--- src/rtl/arb_pkg.sv ---
// arb_pkg: shared state encodings, constants and grant helper for the Wishbone arbiter
package arb_pkg;
    typedef enum logic {S_IDLE, S_WAIT} state_t;
    localparam int TIMEOUT_DEF = 16;
    localparam logic [63:0] ERR_DATA = '1;
    // On a tie, the master that did not own the last transaction wins
    function automatic logic pick_grant(input logic p0, input logic p1, input logic last);
        return (p0 && p1) ? ~last : p1;
    endfunction
endpackage

--- src/rtl/wb_req_slot.sv ---
// wb_req_slot: holds one master's captured request until the arbiter completes it
module wb_req_slot #(
    parameter int ADDR_W = 32,
    parameter int DATA_W = 32,
    parameter int SEL_W  = 3
) (
    input  logic              i_clk,
    input  logic              i_reset_n,
    input  logic              i_stb,
    input  logic              i_we,
    input  logic [ADDR_W-1:0] i_addr,
    input  logic [DATA_W-1:0] i_data,
    input  logic [SEL_W-1:0]  i_sel,
    input  logic              i_clear,
    output logic              o_stall,
    output logic              o_we,
    output logic [ADDR_W-1:0] o_addr,
    output logic [DATA_W-1:0] o_data,
    output logic [SEL_W-1:0]  o_sel
);
    always_ff @(posedge i_clk or negedge i_reset_n) begin
        if (!i_reset_n) begin
            o_stall <= 1'b0;
            o_we    <= 1'b0;
            o_addr  <= '0;
            o_data  <= '0;
            o_sel   <= '0;
        end else if (i_stb && !o_stall) begin
            o_stall <= 1'b1;
            o_we    <= i_we;
            o_addr  <= i_addr;
            o_data  <= i_data;
            o_sel   <= i_sel;
        end else if (i_clear) begin
            o_stall <= 1'b0;
        end
    end
endmodule

--- src/rtl/wb_mem_arbiter.sv ---
// wb_mem_arbiter: round-robin two-master to one-slave Wishbone arbiter with ack timeout
module wb_mem_arbiter import arb_pkg::*; #(
    parameter int ADDR_W  = 32,
    parameter int DATA_W  = 32,
    parameter int SEL_W   = 3,
    parameter int TIMEOUT = TIMEOUT_DEF
) (
    input  logic              i_clk,
    input  logic              i_reset_n,
    input  logic              i_m0_stb,
    input  logic              i_m0_we,
    input  logic [ADDR_W-1:0] i_m0_addr,
    input  logic [DATA_W-1:0] i_m0_data,
    input  logic [SEL_W-1:0]  i_m0_sel,
    output logic [DATA_W-1:0] o_m0_data,
    output logic              o_m0_ack,
    output logic              o_m0_stall,
    output logic              o_m0_err,
    input  logic              i_m1_stb,
    input  logic              i_m1_we,
    input  logic [ADDR_W-1:0] i_m1_addr,
    input  logic [DATA_W-1:0] i_m1_data,
    input  logic [SEL_W-1:0]  i_m1_sel,
    output logic [DATA_W-1:0] o_m1_data,
    output logic              o_m1_ack,
    output logic              o_m1_stall,
    output logic              o_m1_err,
    output logic              o_s_stb,
    output logic              o_s_we,
    output logic [ADDR_W-1:0] o_s_addr,
    output logic [DATA_W-1:0] o_s_data,
    output logic [SEL_W-1:0]  o_s_sel,
    input  logic [DATA_W-1:0] i_s_data,
    input  logic              i_s_ack,
    input  logic              i_s_stall,
    output logic              o_grant
);
    localparam logic [DATA_W-1:0] ERR = ERR_DATA[DATA_W-1:0];
    localparam logic [7:0] TMO_LAST = 8'(TIMEOUT - 1);

    state_t state, state_d;
    logic [7:0] cnt;
    logic last_grant, g_pick, issue, done, tmo, clr0, clr1;
    logic s0_we, s1_we;
    logic [ADDR_W-1:0] s0_addr, s1_addr;
    logic [DATA_W-1:0] s0_data, s1_data;
    logic [SEL_W-1:0] s0_sel, s1_sel;

    wb_req_slot #(.ADDR_W(ADDR_W), .DATA_W(DATA_W), .SEL_W(SEL_W)) u_slot0 (
        .i_clk(i_clk), .i_reset_n(i_reset_n), .i_stb(i_m0_stb), .i_we(i_m0_we),
        .i_addr(i_m0_addr), .i_data(i_m0_data), .i_sel(i_m0_sel), .i_clear(clr0),
        .o_stall(o_m0_stall), .o_we(s0_we), .o_addr(s0_addr), .o_data(s0_data), .o_sel(s0_sel)
    );

    wb_req_slot #(.ADDR_W(ADDR_W), .DATA_W(DATA_W), .SEL_W(SEL_W)) u_slot1 (
        .i_clk(i_clk), .i_reset_n(i_reset_n), .i_stb(i_m1_stb), .i_we(i_m1_we),
        .i_addr(i_m1_addr), .i_data(i_m1_data), .i_sel(i_m1_sel), .i_clear(clr1),
        .o_stall(o_m1_stall), .o_we(s1_we), .o_addr(s1_addr), .o_data(s1_data), .o_sel(s1_sel)
    );

    always_comb begin
        g_pick  = pick_grant(o_m0_stall, o_m1_stall, last_grant);
        issue   = (state == S_IDLE) && (o_m0_stall || o_m1_stall) && !i_s_stall;
        tmo     = (state == S_WAIT) && !i_s_ack && (cnt == TMO_LAST);
        done    = (state == S_WAIT) && (i_s_ack || tmo);
        clr0    = done && !o_grant;
        clr1    = done && o_grant;
        state_d = issue ? S_WAIT : (done ? S_IDLE : state);
    end

    always_ff @(posedge i_clk or negedge i_reset_n) begin
        if (!i_reset_n) state <= S_IDLE;
        else state <= state_d;
    end

    always_ff @(posedge i_clk or negedge i_reset_n) begin
        if (!i_reset_n) begin
            o_s_stb    <= 1'b0;
            o_s_we     <= 1'b0;
            o_s_addr   <= '1;
            o_s_data   <= '1;
            o_s_sel    <= '0;
            o_grant    <= 1'b1;
            last_grant <= 1'b1;
            cnt        <= '0;
            o_m0_ack   <= 1'b0;
            o_m1_ack   <= 1'b0;
            o_m0_err   <= 1'b0;
            o_m1_err   <= 1'b0;
            o_m0_data  <= '1;
            o_m1_data  <= '1;
        end else begin
            o_s_stb  <= issue;
            o_m0_ack <= clr0;
            o_m1_ack <= clr1;
            o_m0_err <= clr0 && tmo;
            o_m1_err <= clr1 && tmo;
            cnt      <= issue ? 8'd0 : (state == S_WAIT ? cnt + 8'd1 : cnt);
            if (issue) begin
                o_grant  <= g_pick;
                o_s_we   <= g_pick ? s1_we : s0_we;
                o_s_addr <= g_pick ? s1_addr : s0_addr;
                o_s_data <= g_pick ? s1_data : s0_data;
                o_s_sel  <= g_pick ? s1_sel : s0_sel;
            end
            if (done) last_grant <= o_grant;
            if (clr0) o_m0_data <= tmo ? ERR : i_s_data;
            if (clr1) o_m1_data <= tmo ? ERR : i_s_data;
        end
    end
endmodule

--- config.mk ---
export PLATFORM = sky130hd
export DESIGN_NAME = wb_mem_arbiter
export DESIGN_NICKNAME = d
export VERILOG_FILES = /design/src/rtl/arb_pkg.sv /design/src/rtl/wb_req_slot.sv /design/src/rtl/wb_mem_arbiter.sv
export SDC_FILE = /design/constraint.sdc
export NUM_CORES = 1
export LEC_CHECK = 0
export ABC_AREA = 1
export CAP_MARGIN = 20
export CELL_PAD_IN_SITES_DETAIL_PLACEMENT = 1
export CELL_PAD_IN_SITES_GLOBAL_PLACEMENT = 1
export CORE_MARGIN = 5
export CORE_UTILIZATION = 40
export DETAILED_ROUTE_END_ITERATION = 12
export PLACE_DENSITY = 0.84
export SLEW_MARGIN = 20
export SYNTH_ARGS = -nofsm -noshare
export SYNTH_HDL_FRONTEND = slang
export SYNTH_HIERARCHICAL = 1
export SYNTH_SLANG_ARGS = --single-unit
--- constraint.sdc ---
create_clock -name i_clk -period 2.3 [get_ports i_clk]
set_clock_uncertainty 0.05 [all_clocks]
set_input_delay 0.23 -clock i_clk [delete_from_list [all_inputs] [get_ports i_clk]]
set_output_delay 0.23 -clock i_clk [all_outputs]
set_load 0.02 [all_outputs]
After elaboration in Yosys (flattened, before gate mapping). Cells that the tools add are included.

Add/sub/neg operators: 1. Equal/unequal tests: 1. Multiplexer cells: 14. Bitwise gates (word level): 2. Reduce and logical (&&, ||, !) cells: 23.

Operators by type and width (number): $mux 32 (3); $mux 8 (2); $logic_and 1x1->1 (12); $add 8x1->8 const B (1); $eq 8x4->1 const B (1); $mux 1 (8); $reduce_bool 2->1 (4); $logic_not 1->1 (5); $mux 3 (1); $logic_or 1x1->1 (2); $not 1->1 (2).

Register bits after elaboration: 286. Word-level logic and storage cells: 66.

Depth between registers and ports, before layout. Gate-level depths: netlist (run 1).

Depth in word-level cells: 8. Mapped depth: 7. Depth with buffers taken out: 6.

Modules after synthesis. The synthesis (run 1) kept the hierarchy.

Modules (own cells, without submodules): wb_mem_arbiter (times used 1, cells each 837, area an instance 7110.6 µm², seq. area each 3866.2 µm²); wb_req_slot (times used 2, cells each 298, area an instance 2737.6 µm², seq. area each 1726.7 µm²).

Least setup slack after synthesis (run 1). No wires, ideal clock.

Kind: register to register. From: reg cnt[1]. To: reg u_slot1.o_stall. Setup time: 0.126 ns. Arrival: 1.316 ns. Slack: 0.808 ns. Cell stages (with the launch flop): 8. Clock period less this slack: 1.492 ns. Cells stage by stage: dfrtp_1 -> ha_1 -> nand3_2 -> o21bai_4 -> nand3_4 -> buf_6 -> inv_1 -> o21ai_0.

Cells in the longest elaborated chain, start to end: 6.

RTL lines: start, declared (RTL line wb_mem_arbiter.sv:42) `logic [7:0] cnt;`; start signal, assigned (RTL line wb_mem_arbiter.sv:98) `cnt <= issue ? 8'd0 : (state == S_WAIT ? cnt + 8'd1 : cnt);`; $eq 8x4->1 (RTL line wb_mem_arbiter.sv:64) `tmo = (state == S_WAIT) && !i_s_ack && (cnt == TMO_LAST);`; $logic_and 1x1->1 (RTL line wb_mem_arbiter.sv:64); $logic_or 1x1->1 (RTL line wb_mem_arbiter.sv:65) `done = (state == S_WAIT) && (i_s_ack || tmo);`; $logic_and 1x1->1 (RTL line wb_mem_arbiter.sv:65); $logic_and 1x1->1 (RTL line wb_mem_arbiter.sv:67) `clr1 = done && o_grant;`; named net clr1 (RTL line wb_mem_arbiter.sv:43) `logic last_grant, g_pick, issue, done, tmo, clr0, clr1;`; $reduce_bool 2->1 (no source line); end signal, assigned (RTL line wb_req_slot.sv:23) `o_stall <= 1'b0;`; end signal, assigned (RTL line wb_req_slot.sv:29) `o_stall <= 1'b1;`; end signal, assigned (RTL line wb_req_slot.sv:35) `o_stall <= 1'b0;`; end, declared (RTL line wb_req_slot.sv:15) `output logic o_stall,`.

The timed path passes the listed nets, and every way through them passes these cells. A chain may end at the register's enable or synchronous reset.

Worst setup path in the final report (run 1).
From: reg o_grant. To: out o_grant.

RTL lines: start, declared (RTL line wb_mem_arbiter.sv:36) `output logic o_grant`; start signal, assigned (RTL line wb_mem_arbiter.sv:100) `o_grant <= g_pick;`.

No word-level cell between the ends.

==> results of run 1 <==
==> metrics by stage <==
step	hold slack, ns	cell area [um^2]
finish	0.132	17100
global route	0.146	17100
CTS	0.103	17100
detailed placement	0.210	16000
global placement	0.213	16000
floorplan	-0.116	12600
==> cells by family after synthesis <==
family                   count (synthesis)  share of synthesized area, %
AND/OR/NAND/NOR                        654                          22.7
adder cells (fa/ha/maj)                  1                        0.0994
buffers and inverters                  278                          10.1
AO/OA/AOI/OAI                          214                          9.02
flip-flops                             286                          58.2
==> what timing repair did <==
action / in CTS / in global routing
setup buffers: 0 / 0
endpoints found under the hold margin: 69 / 0
hold buffers: 2 / 0
==> how the worst max path moves through the flow <==
stage | start | to | slack [ns] | depth (start not counted)
2_1_floorplan | cnt[1]$_DFFE_PN0P_ | u_slot1/o_stall$_DFFE_PN0P_ | 0.81 | 7
3_3_place_gp | i_s_stall | o_s_data[4]$_DFFE_PN1N_ | 0.47 | 7
3_5_place_dp | cnt[1]$_DFFE_PN0P_ | o_m0_data[21]$_DFFE_PN1P_ | 0.37 | 6
4_1_cts | o_grant$_DFFE_PN1N_ | o_grant | 0.17 | 1
5_1_grt | o_grant$_DFFE_PN1N_ | o_grant | 0.14 | 1
6_report | o_grant$_DFFE_PN1N_ | o_grant | 0.21 | 1
==> sequential cells by signal, indices dropped and copies added (netlist names), 8 cells and up <==
register	flops
o_m0_data	32
u_slot0/o_addr	32
o_s_addr	32
o_s_data	32
u_slot0/o_data	32
u_slot1/o_addr	32
u_slot1/o_data	32
cnt	8
o_m1_data	32
==> layout by cell type (no fill, tap or decap), types with 46 or more instances in the layout <==
| master | count |
|---|---|
| dfrtp_1 | 155 |
| nor2_1 | 82 |
| clkdlybuf4s50_1 | 309 |
| inv_1 | 172 |
| nand4_1 | 67 |
| dfstp_2 | 130 |
| nand3_1 | 137 |
| nand2_1 | 360 |
| a21oi_1 | 56 |
| o21ai_0 | 96 |
| o21ai_1 | 46 |
==> power breakdown <==
group	internal [mW]	switching [mW]	total (mW)
clock	3.22	2.10	5.32
combinational	3.84	6.01	9.86
sequential	8.08	1.55	9.64
total	15.1	9.66	24.8
==> layout make-up <==
type | count | area share, %
antenna | 2 | 0.0293
clock buffer | 43 | 5.16
clock inverter | 13 | 1.17
inverter | 177 | 3.90
multi-input combinational | 869 | 23.5
sequential | 286 | 42.9
tap | 402 | 2.95
timing repair buffer | 342 | 20.3
==> layer usage <==
| metal | track usage (%) | vias to the layer above | part of all wire (%) |
|---|---|---|---|
| li1 | - | 5136 | - |
| met1 | 30.6 | 5583 | 41 |
| met2 | 42.6 | 386 | 49 |
| met3 | 4.18 | 93 | 6.3 |
| met4 | 7.71 | 4 | 3.2 |
| met5 | 0 | - | 0.076 |
==> metrics.md, run 1 <==
| Metric | Value |
|---|---|
| Status | `finished clean` |
| Setup_tns | `0 ns` |
| Reg2Reg Capture Point | `o_m0_data[21]$_DFFE_PN1P_` |
| Pwr/cell area | `1450 nW/um^2` |
| Reg2Reg Depth | `6` |
| Top FF cell, synth | `dfrtp_1` |
| Synth-to-Final Area Change | `35.5%` |
| Clk buf depth | `3` |
| Total CTS buffers | `31` |
| Worst Min Path Start | `i_m1_stb` |
| Largest net degree at the start of global routing | `74` |
| Slew Limit Fails | `0` |
| Worst slack, placed | `0.367 ns` |
| CP Cell Sequence | `clkdlybuf4s50_1` |
| DIE WIDTH | `187 um` |
| Worst-Margin Slew | `0.879 ns` |
| #FFs+latches synth | `286` |
| Number of setup violations in the final report | `0` |
| Initial Util | `40.2%` |
| Critical R2R Launch | `cnt[1]$_DFFE_PN0P_` |
| 1st-iter DRT viols | `568` |
| Wirelength per Cell | `20.3 um` |
| Buffers on Ports | `313` |
| Final hold viol count | `0` |
| RSZ-0062 raised after global routing | `false` |
| Routed vias | `11.2k` |
| Syn avg cell area | `8.78 um^2` |
| Vias in the first global route | `12.6k` |
| Slowest cell on crit path | `clkdlybuf4s50_1` |
| CORE AREA | `31300 um^2` |
| Die Area | `35100 um^2` |
| R2R setup slack | `0.37 ns` |
| Family with the most delay on the worst path | `buffers and inverters` |
| Multi-input gate area | `4010 um^2` |
| Hold depth | `3` |
| Clock-pin slew on the worst setup and hold paths | `0.06 ns` |
| Cell with the most instances after synthesis | `nand2_1` |
| GP Congestion | `0.828` |
| Initial antenna violation count | `4` |
| Global Route Usage Sum | `24.2%` |
| Most frequent cells after synthesis | `nand2_1 (360), inv_1 (172), dfrtp_1 (156)` |
| Htree depth | `1` |
| Worst path max stage delay | `0.63 ns` |
| Non-Filler Instances | `2134` |
| Final #Nets | `1882` |
| Crit path buf inv count | `1` |
| Tot Pwr | `24.8 mW` |
| Synth top area share | `31.0%` |
| Total of fill cells in the finished design | `3560` |
| Number of enable flip-flop cells after synthesis | `0` |
| WS Path Type | `reg2out` |
| CTS tree | `built` |
| Critical Path Sink Type | `output pin` |
| Critical Path RT | `2.02 ns` |
| Ys Warns | `6` |
| Layout cells sized above 1 | `13.5%` |
| Worst Path Max Fanout | `5` |
| First-pass DRT Iterations | `4` |
| Worst slew margin | `41.4%` |
| Max cap viols | `0` |
| Clk Latency, worst-skew pair | `0.56 ns` |
| Number of cells after detailed placement | `2074` |
| Layout Utilization | `54.5%` |
| First-pass GRT wire length | `69200 um` |
| IO Count | `314` |
| Yosys cell types | `31` |
| Routed wire length | `43300 um` |
| Type of origin of the critical path | `register` |
| Post-Syn Area | `12600 um^2` |
| Critical path data arrival time | `1.81 ns` |
| FF+latch area | `7320 um^2` |
| Global route overflow | `0` |
| Post_cts resized | `0` |
| Crit share post-route | `90.9%` |
| Root Buffer Master | `clkbuf_16` |
| Worst ir drop on vdd | `0.000628 V` |
| Via-to-Cell Ratio | `5.25` |
| Final min period | `2.09 ns` |
| Residual DRC count | `0` |
| Max Clock Freq | `478 MHz` |
| PnR worst setup slack | `0.209 ns` |
| Final HPWL DP | `28900 um` |
| Hold Path Class | `in2reg` |
| Die height | `187 um` |
| Num rows | `65` |
| Total clock sinks | `286` |
| Seq/Total Area, Yosys | `58.2%` |
| Lkg Pwr | `8.46 nW` |
| Largest cells by area after synthesis | `dfrtp_1 (31%), dfstp_2 (27%), nand2_1 (11%)` |
| Syn nets | `1608` |
| Yosys top cell by area | `dfrtp_1` |
| Hold Path End | `u_slot1/o_stall$_DFFE_PN0P_` |
| Synthesized instance count | `1433` |
| Async SR Flop Fraction | `100%` |
| Antenna Nets Post-Route | `0` |
(Power assumes the default switching activity.)
==> run 2: changes to the inputs <==
GPL_ROUTABILITY_DRIVEN = 1   (was not set)
PLACE_DENSITY = 0.92   (was 0.84)
==> run 2 against run 1 <==
Against the previous run: final area about the same; critical path depth stayed put; count of clock-buffer cells in the layout rose by 10; first-iteration DRC count is 13% higher; die area stayed put; largest cell class unchanged; highest routed layer unchanged.
==> metrics.md, run 2 (synthesis results as in run 1) <==
| Metric | Value |
|---|---|
| Hold Path Class | `in2reg` |
| First-pass GRT wire length | `70300 um (+1.5%)` |
| First-pass DRT Iterations | `5 (+1)` |
| Die Area | `35100 um^2 (unchanged)` |
| Initial antenna violation count | `2 (-2)` |
| Total CTS buffers | `34 (+9.7%)` |
| Final HPWL DP | `29300 um (+1.5%)` |
| RSZ-0062 raised after global routing | `false` |
| Root Buffer Master | `clkbuf_16` |
| Max Clock Freq | `494 MHz (+3.3%)` |
| Total clock sinks | `286 (unchanged)` |
| Sequential share of power | `38.9% (about the same)` |
| Final #Nets | `1883 (+0.053%)` |
| Post-CTS Setup Repair Bufs | `0 (unchanged)` |
| Switching Fraction | `39.6% (+0.68 points)` |
| Worst-Margin Slew | `0.875 ns (-0.00333 ns)` |
| Critical Path RT | `2.02 ns (about the same)` |
| Global Route Usage Sum | `24.6% (+0.34 points)` |
| WS Path Type | `reg2out` |
| Crit path buf inv count | `1 (unchanged)` |
| Family with the most delay on the worst path | `buffers and inverters` |
| Number of setup violations in the final report | `0 (unchanged)` |
| Switching power | `9.83 mW (+1.7%)` |
| CORE AREA | `31300 um^2 (unchanged)` |
| Final hold viol count | `0 (unchanged)` |
| Critical Path Sink Type | `output pin` |
| CTS tree | `built` |
| Dpl cell area | `16000 um^2 (unchanged)` |
| Die height | `187 um (unchanged)` |
| Synth-to-Final Area Change | `35.4% (about the same)` |
| Buffers on Ports | `313 (unchanged)` |
| Design Area, Final | `17000 um^2 (about the same)` |
| GP Congestion | `0.796 (-3.9%)` |
| Critical path data arrival time | `1.74 ns (-0.07 ns)` |
| Via-to-Cell Ratio | `5.35 (+1.9%)` |
| WHS | `0.116 ns (-0.0160 ns)` |
| Worst Path Max Fanout | `5 (unchanged)` |
| Lkg Pwr | `8.45 nW (-0.10%)` |
| Clk buf depth | `3 (unchanged)` |
| Max cap viols | `0 (unchanged)` |
| Tot Pwr | `24.8 mW (about the same)` |
| IO Count | `314 (unchanged)` |
| Internal | `15.0 mW (-1.2%)` |
| Routed wire length | `44100 um (+1.7%)` |
| DIE WIDTH | `187 um (unchanged)` |
| Routed vias | `11.4k (+2.1%)` |
| Clk Latency, worst-skew pair | `0.52 ns (-0.04 ns)` |
| Commonest non-fill, non-tap cell in the layout | `nand2_1` |
| Num rows | `65 (unchanged)` |
| Post_cts resized | `0 (unchanged)` |
| Htree depth | `2 (+1)` |
| Antenna Nets Post-Route | `0 (unchanged)` |
| Layout cells sized above 1 | `13.6% (+0.026 points)` |
| Status | `finished clean` |
| Clock-pin slew on the worst setup and hold paths | `0.05 ns (about the same)` |
| Pwr/cell area | `1460 nW/um^2 (about the same)` |
| Largest net degree at the start of global routing | `76 (+2.7%)` |
| Clock power share | `20.9% (-0.5 points)` |
| Final min period | `2.02 ns (-0.0676 ns)` |
| Global route overflow | `0 (unchanged)` |
| Slew Limit Fails | `0 (unchanged)` |
| Initial Util | `40.2% (unchanged)` |
| Crit share post-route | `88.0% (-2.9 points)` |
| Type of origin of the critical path | `register` |
| 1st-iter DRT viols | `639 (+13%)` |
| Worst path max stage delay | `0.63 ns (about the same)` |
| Most frequent cells in the layout | `nand2_1 (360), clkdlybuf4s50_1 (309), inv_1 (172), dfrtp_1 (155), nand3_1 (137)` |
| Worst ir drop on vdd | `0.000742 V (+18%)` |
| CP Cell Sequence | `clkdlybuf4s50_1` |
| Setup_tns | `0 ns (unchanged)` |
| Vias in the first global route | `12.9k (+2.3%)` |
| Combinational fraction of design power | `40.3% (+0.6 points)` |
| Worst slew margin | `41.6% (+0.22 points)` |
| Residual DRC count | `0 (unchanged)` |
| Wirelength per Cell | `20.6 um (+1.6%)` |
| Slowest cell on crit path | `clkdlybuf4s50_1` |
[run 2: power groups by stage]
stage / sequential, mW / combinational [mW] / clock [mW]
2_1_floorplan: 10.6 / 4.32 / 0
3_3_place_gp: 9.49 / 9.34 / 0
3_5_place_dp: 9.64 / 9.92 / 0
4_1_cts: 9.65 / 10.0 / 5.28
5_1_grt: 9.91 / 10.8 / 5.49
6_report: 9.64 / 9.98 / 5.17
[run 2: metal layers]
metal,GRT usage (%),share of wire (%)
met5,0,0.057
met3,5.67,7.1
met4,7.48,2.7
met2,43.3,50
met1,30.1,40
[run 2: cell type report]
| cell class | count | area [um^2] |
|---|---|---|
| antenna | 1 | 2.50 |
| clock buffer | 53 | 1000 |
| clock inverter | 9 | 73.8 |
| fill | 3524 | 14300 |
| inverter | 177 | 664 |
| multi-input combinational | 869 | 4010 |
| sequential | 286 | 7320 |
| tap | 402 | 503 |
| timing repair buffer | 340 | 3470 |
[run 2: per-stage QoR]
stage	instances	worst slack [ns]	utilization, %
after floorplan	1433	0.808	-
after global placement	2073	0.482	50.9
after detailed placement	2073	0.395	50.9
after CTS	2136	0.253	54.4
after global routing	2136	0.232	54.4
final	2137	0.277	54.4
[run 2: timing repair]
item                                   4_1_cts  5_1_grt
setup endpoints to repair                    0        0
endpoints found under the hold margin       35        0
hold buffers                                 1        0
[run 2: worst paths after layout]
kind                       cells after the start  slack, ns                            end                          start
min                                            3       0.12              state$_DFFE_PN0P_                        i_s_ack
max in group asynchronous                      3       1.14       o_s_addr[23]$_DFFE_PN1N_                      i_reset_n
min reg2reg                                    2       0.41  u_slot0/o_addr[2]$_DFFE_PN0P_  u_slot0/o_addr[2]$_DFFE_PN0P_
max reg2reg                                    5       0.39       o_m1_data[2]$_DFFE_PN1P_             cnt[1]$_DFFE_PN0P_
min in group asynchronous                      2       0.25   u_slot1/o_sel[0]$_DFFE_PN0P_                      i_reset_n
max                                            1       0.28                        o_grant            o_grant$_DFFE_PN1N_
==> run 3: changes to the inputs <==
HOLD_SLACK_MARGIN = 0.15   (was not set)
==> run 3 against run 2 <==
Against the previous run: sequential power barely moved; count of clock-buffer cells in the layout unchanged; clock power hardly changed.
==> metrics.md, run 3 (synthesis results as in run 1) <==
| Metric | Value |
|---|---|
| Total of fill cells in the finished design | `3523 (-0.028%)` |
| Max cap viols | `0 (unchanged)` |
| Post_cts resized | `0 (unchanged)` |
| Lkg Pwr | `8.46 nW (about the same)` |
| Synth-to-Final Area Change | `35.6%` |
| Wirelength per Cell | `20.7 um (+0.42%)` |
| CP Cell Sequence | `clkdlybuf4s50_1` |
| Type of origin of the critical path | `register` |
| Combinational fraction of design power | `40.3% (about the same)` |
| Max Clock Freq | `494 MHz (about the same)` |
| Via-to-Cell Ratio | `5.34 (-0.11%)` |
| Worst-Margin Slew | `0.878 ns (+0.00291 ns)` |
| Crit path buf inv count | `1 (unchanged)` |
| Hold_buf cts | `3 (+2)` |
| Commonest non-fill, non-tap cell in the layout | `nand2_1` |
| Total clock sinks | `286 (unchanged)` |
| Root Buffer Master | `clkbuf_16` |
| Most frequent cells in the layout | `nand2_1 (360), clkdlybuf4s50_1 (309), inv_1 (172), dfrtp_1 (155), nand3_1 (137)` |
| Routed wire length | `44300 um (+0.51%)` |
| Internal | `15.0 mW (about the same)` |
| First-pass DRT Iterations | `5 (unchanged)` |
| PnR worst setup slack | `0.276 ns (-0.000853 ns)` |
| Worst slew margin | `41.4% (-0.19 points)` |
| Vias in the first global route | `13.0k (+0.28%)` |
| Switching Fraction | `39.7% (+0.078 points)` |
| Antenna Nets Post-Route | `0 (unchanged)` |
| Status | `finished clean` |
| Hold Path Class | `in2reg` |
| Slowest cell on crit path | `clkdlybuf4s50_1` |
| RSZ-0062 raised after global routing | `false` |
| Initial Util | `40.2% (unchanged)` |
| Non-Filler Instances | `2139 (+0.094%)` |
| Worst path max stage delay | `0.63 ns (about the same)` |
| Routed vias | `11.4k (-0.017%)` |
| Number of cells after detailed placement | `2073 (unchanged)` |
| Worst Path Max Fanout | `5 (unchanged)` |
| Num rows | `65 (unchanged)` |
| DIE WIDTH | `187 um (unchanged)` |
| Global Route Usage Sum | `24.7% (+0.11 points)` |
| Largest net degree at the start of global routing | `76 (unchanged)` |
| Critical R2R Launch | `last_grant$_DFFE_PN1N_` |
| Clk Latency, worst-skew pair | `0.52 ns (about the same)` |
| Initial antenna violation count | `1 (-1)` |
| Family with the most delay on the worst path | `buffers and inverters` |
| Clk buf depth | `3 (unchanged)` |
| CTS tree | `built` |
| Htree depth | `2 (unchanged)` |
| Setup_tns | `0 ns (unchanged)` |
| Worst ir drop on vdd | `0.000739 V (-0.31%)` |
| Post-CTS Setup Repair Bufs | `0 (unchanged)` |
| Switching power | `9.87 mW (+0.35%)` |
| Total CTS buffers | `34 (unchanged)` |
| GP Congestion | `0.796 (unchanged)` |
| Clock power share | `20.9% (about the same)` |
| Residual DRC count | `0 (unchanged)` |
| Global route overflow | `0 (unchanged)` |
| Critical path startpoint | `o_grant$_DFFE_PN1N_` |
| Critical path data arrival time | `1.74 ns (about the same)` |
| Number of setup violations in the final report | `0 (unchanged)` |
| Die Area | `35100 um^2 (unchanged)` |
| Final min period | `2.02 ns (+0.000853 ns)` |
| Crit share post-route | `88.0% (about the same)` |
| Critical Path Sink Type | `output pin` |
| Critical Path RT | `2.02 ns (about the same)` |
| Final hold viol count | `0 (unchanged)` |
| Sequential share of power | `38.8% (about the same)` |
| WS Path Type | `reg2out` |
| Slew Limit Fails | `0 (unchanged)` |
| Worst Min Path Start | `i_m0_addr[4]` |
| Final #Nets | `1885 (+0.11%)` |
| IO Count | `314 (unchanged)` |
| Pwr/cell area | `1460 nW/um^2 (about the same)` |
| Layout cells sized above 1 | `13.5% (-0.016 points)` |
| 1st-iter DRT viols | `712 (+11%)` |
| First-pass GRT wire length | `70600 um (+0.48%)` |
| Clock-pin slew on the worst setup and hold paths | `0.05 ns (about the same)` |
| CORE AREA | `31300 um^2 (unchanged)` |
| Worst slack, placed | `0.395 ns (unchanged)` |
| Final HPWL DP | `29300 um (unchanged)` |
| Buffers on Ports | `313 (unchanged)` |
| Die height | `187 um (unchanged)` |
-- run 3: metrics by stage --
| stage | hold WS [ns] | util, % | power (mW) | cell area, um^2 |
|---|---|---|---|---|
| 3_3_place_gp | 0.183 | 50.9 | 18.8 | 16000 |
| 2_1_floorplan | -0.116 | - | 14.9 | 12600 |
| 3_5_place_dp | 0.192 | 50.9 | 19.6 | 16000 |
| 6_report | 0.228 | 54.5 | 24.8 | 17100 |
| 5_1_grt | 0.230 | 54.5 | 26.3 | 17100 |
| 4_1_cts | 0.208 | 54.5 | 25.0 | 17100 |
-- run 3: worst paths after layout --
path,to,slack [ns],cells after the start
worst min-delay path,u_slot0/o_addr[4]$_DFFE_PN0P_,0.23,3
worst max-delay path,o_grant,0.28,1
max in group asynchronous,o_s_addr[23]$_DFFE_PN1N_,1.13,3
worst min register to register,u_slot0/o_addr[2]$_DFFE_PN0P_,0.41,2
min in group asynchronous,u_slot1/o_sel[0]$_DFFE_PN0P_,0.25,2
worst max register to register,o_s_data[6]$_DFFE_PN1N_,0.38,5
-- run 3: per-layer routing --
metal,routed length [um],GRT usage (%),part of all wire (%)
met5,12,0,0.027
met4,1270,7.59,2.9
met3,2930,5.43,6.6
met2,22200,43.6,50
met1,17900,30.3,40
-- run 3: cell type report --
cell class                 instances  area (um^2)  area share, %
antenna                            1         2.50         0.0147
clock buffer                      53         1000           5.87
clock inverter                     9         73.8          0.433
inverter                         177          664           3.89
multi-input combinational        869         4010           23.5
sequential                       286         7320           42.9
tap                              402          503           2.95
timing repair buffer             342         3490           20.4
-- run 3: power by group through the flow --
stage	Sequential, mW	Clock, mW	Combinational [mW]
6_report	9.65	5.19	10.0
5_1_grt	9.91	5.49	10.8
4_1_cts	9.65	5.28	10.0
3_5_place_dp	9.64	0	9.92
3_3_place_gp	9.49	0	9.34
2_1_floorplan	10.6	0	4.32
-- run 3: tightest hold or removal path: stages --
cell and delay [ns]:
clkdlybuf4s50_1 0.39, nand3_1 0.08, nand2_1 0.05
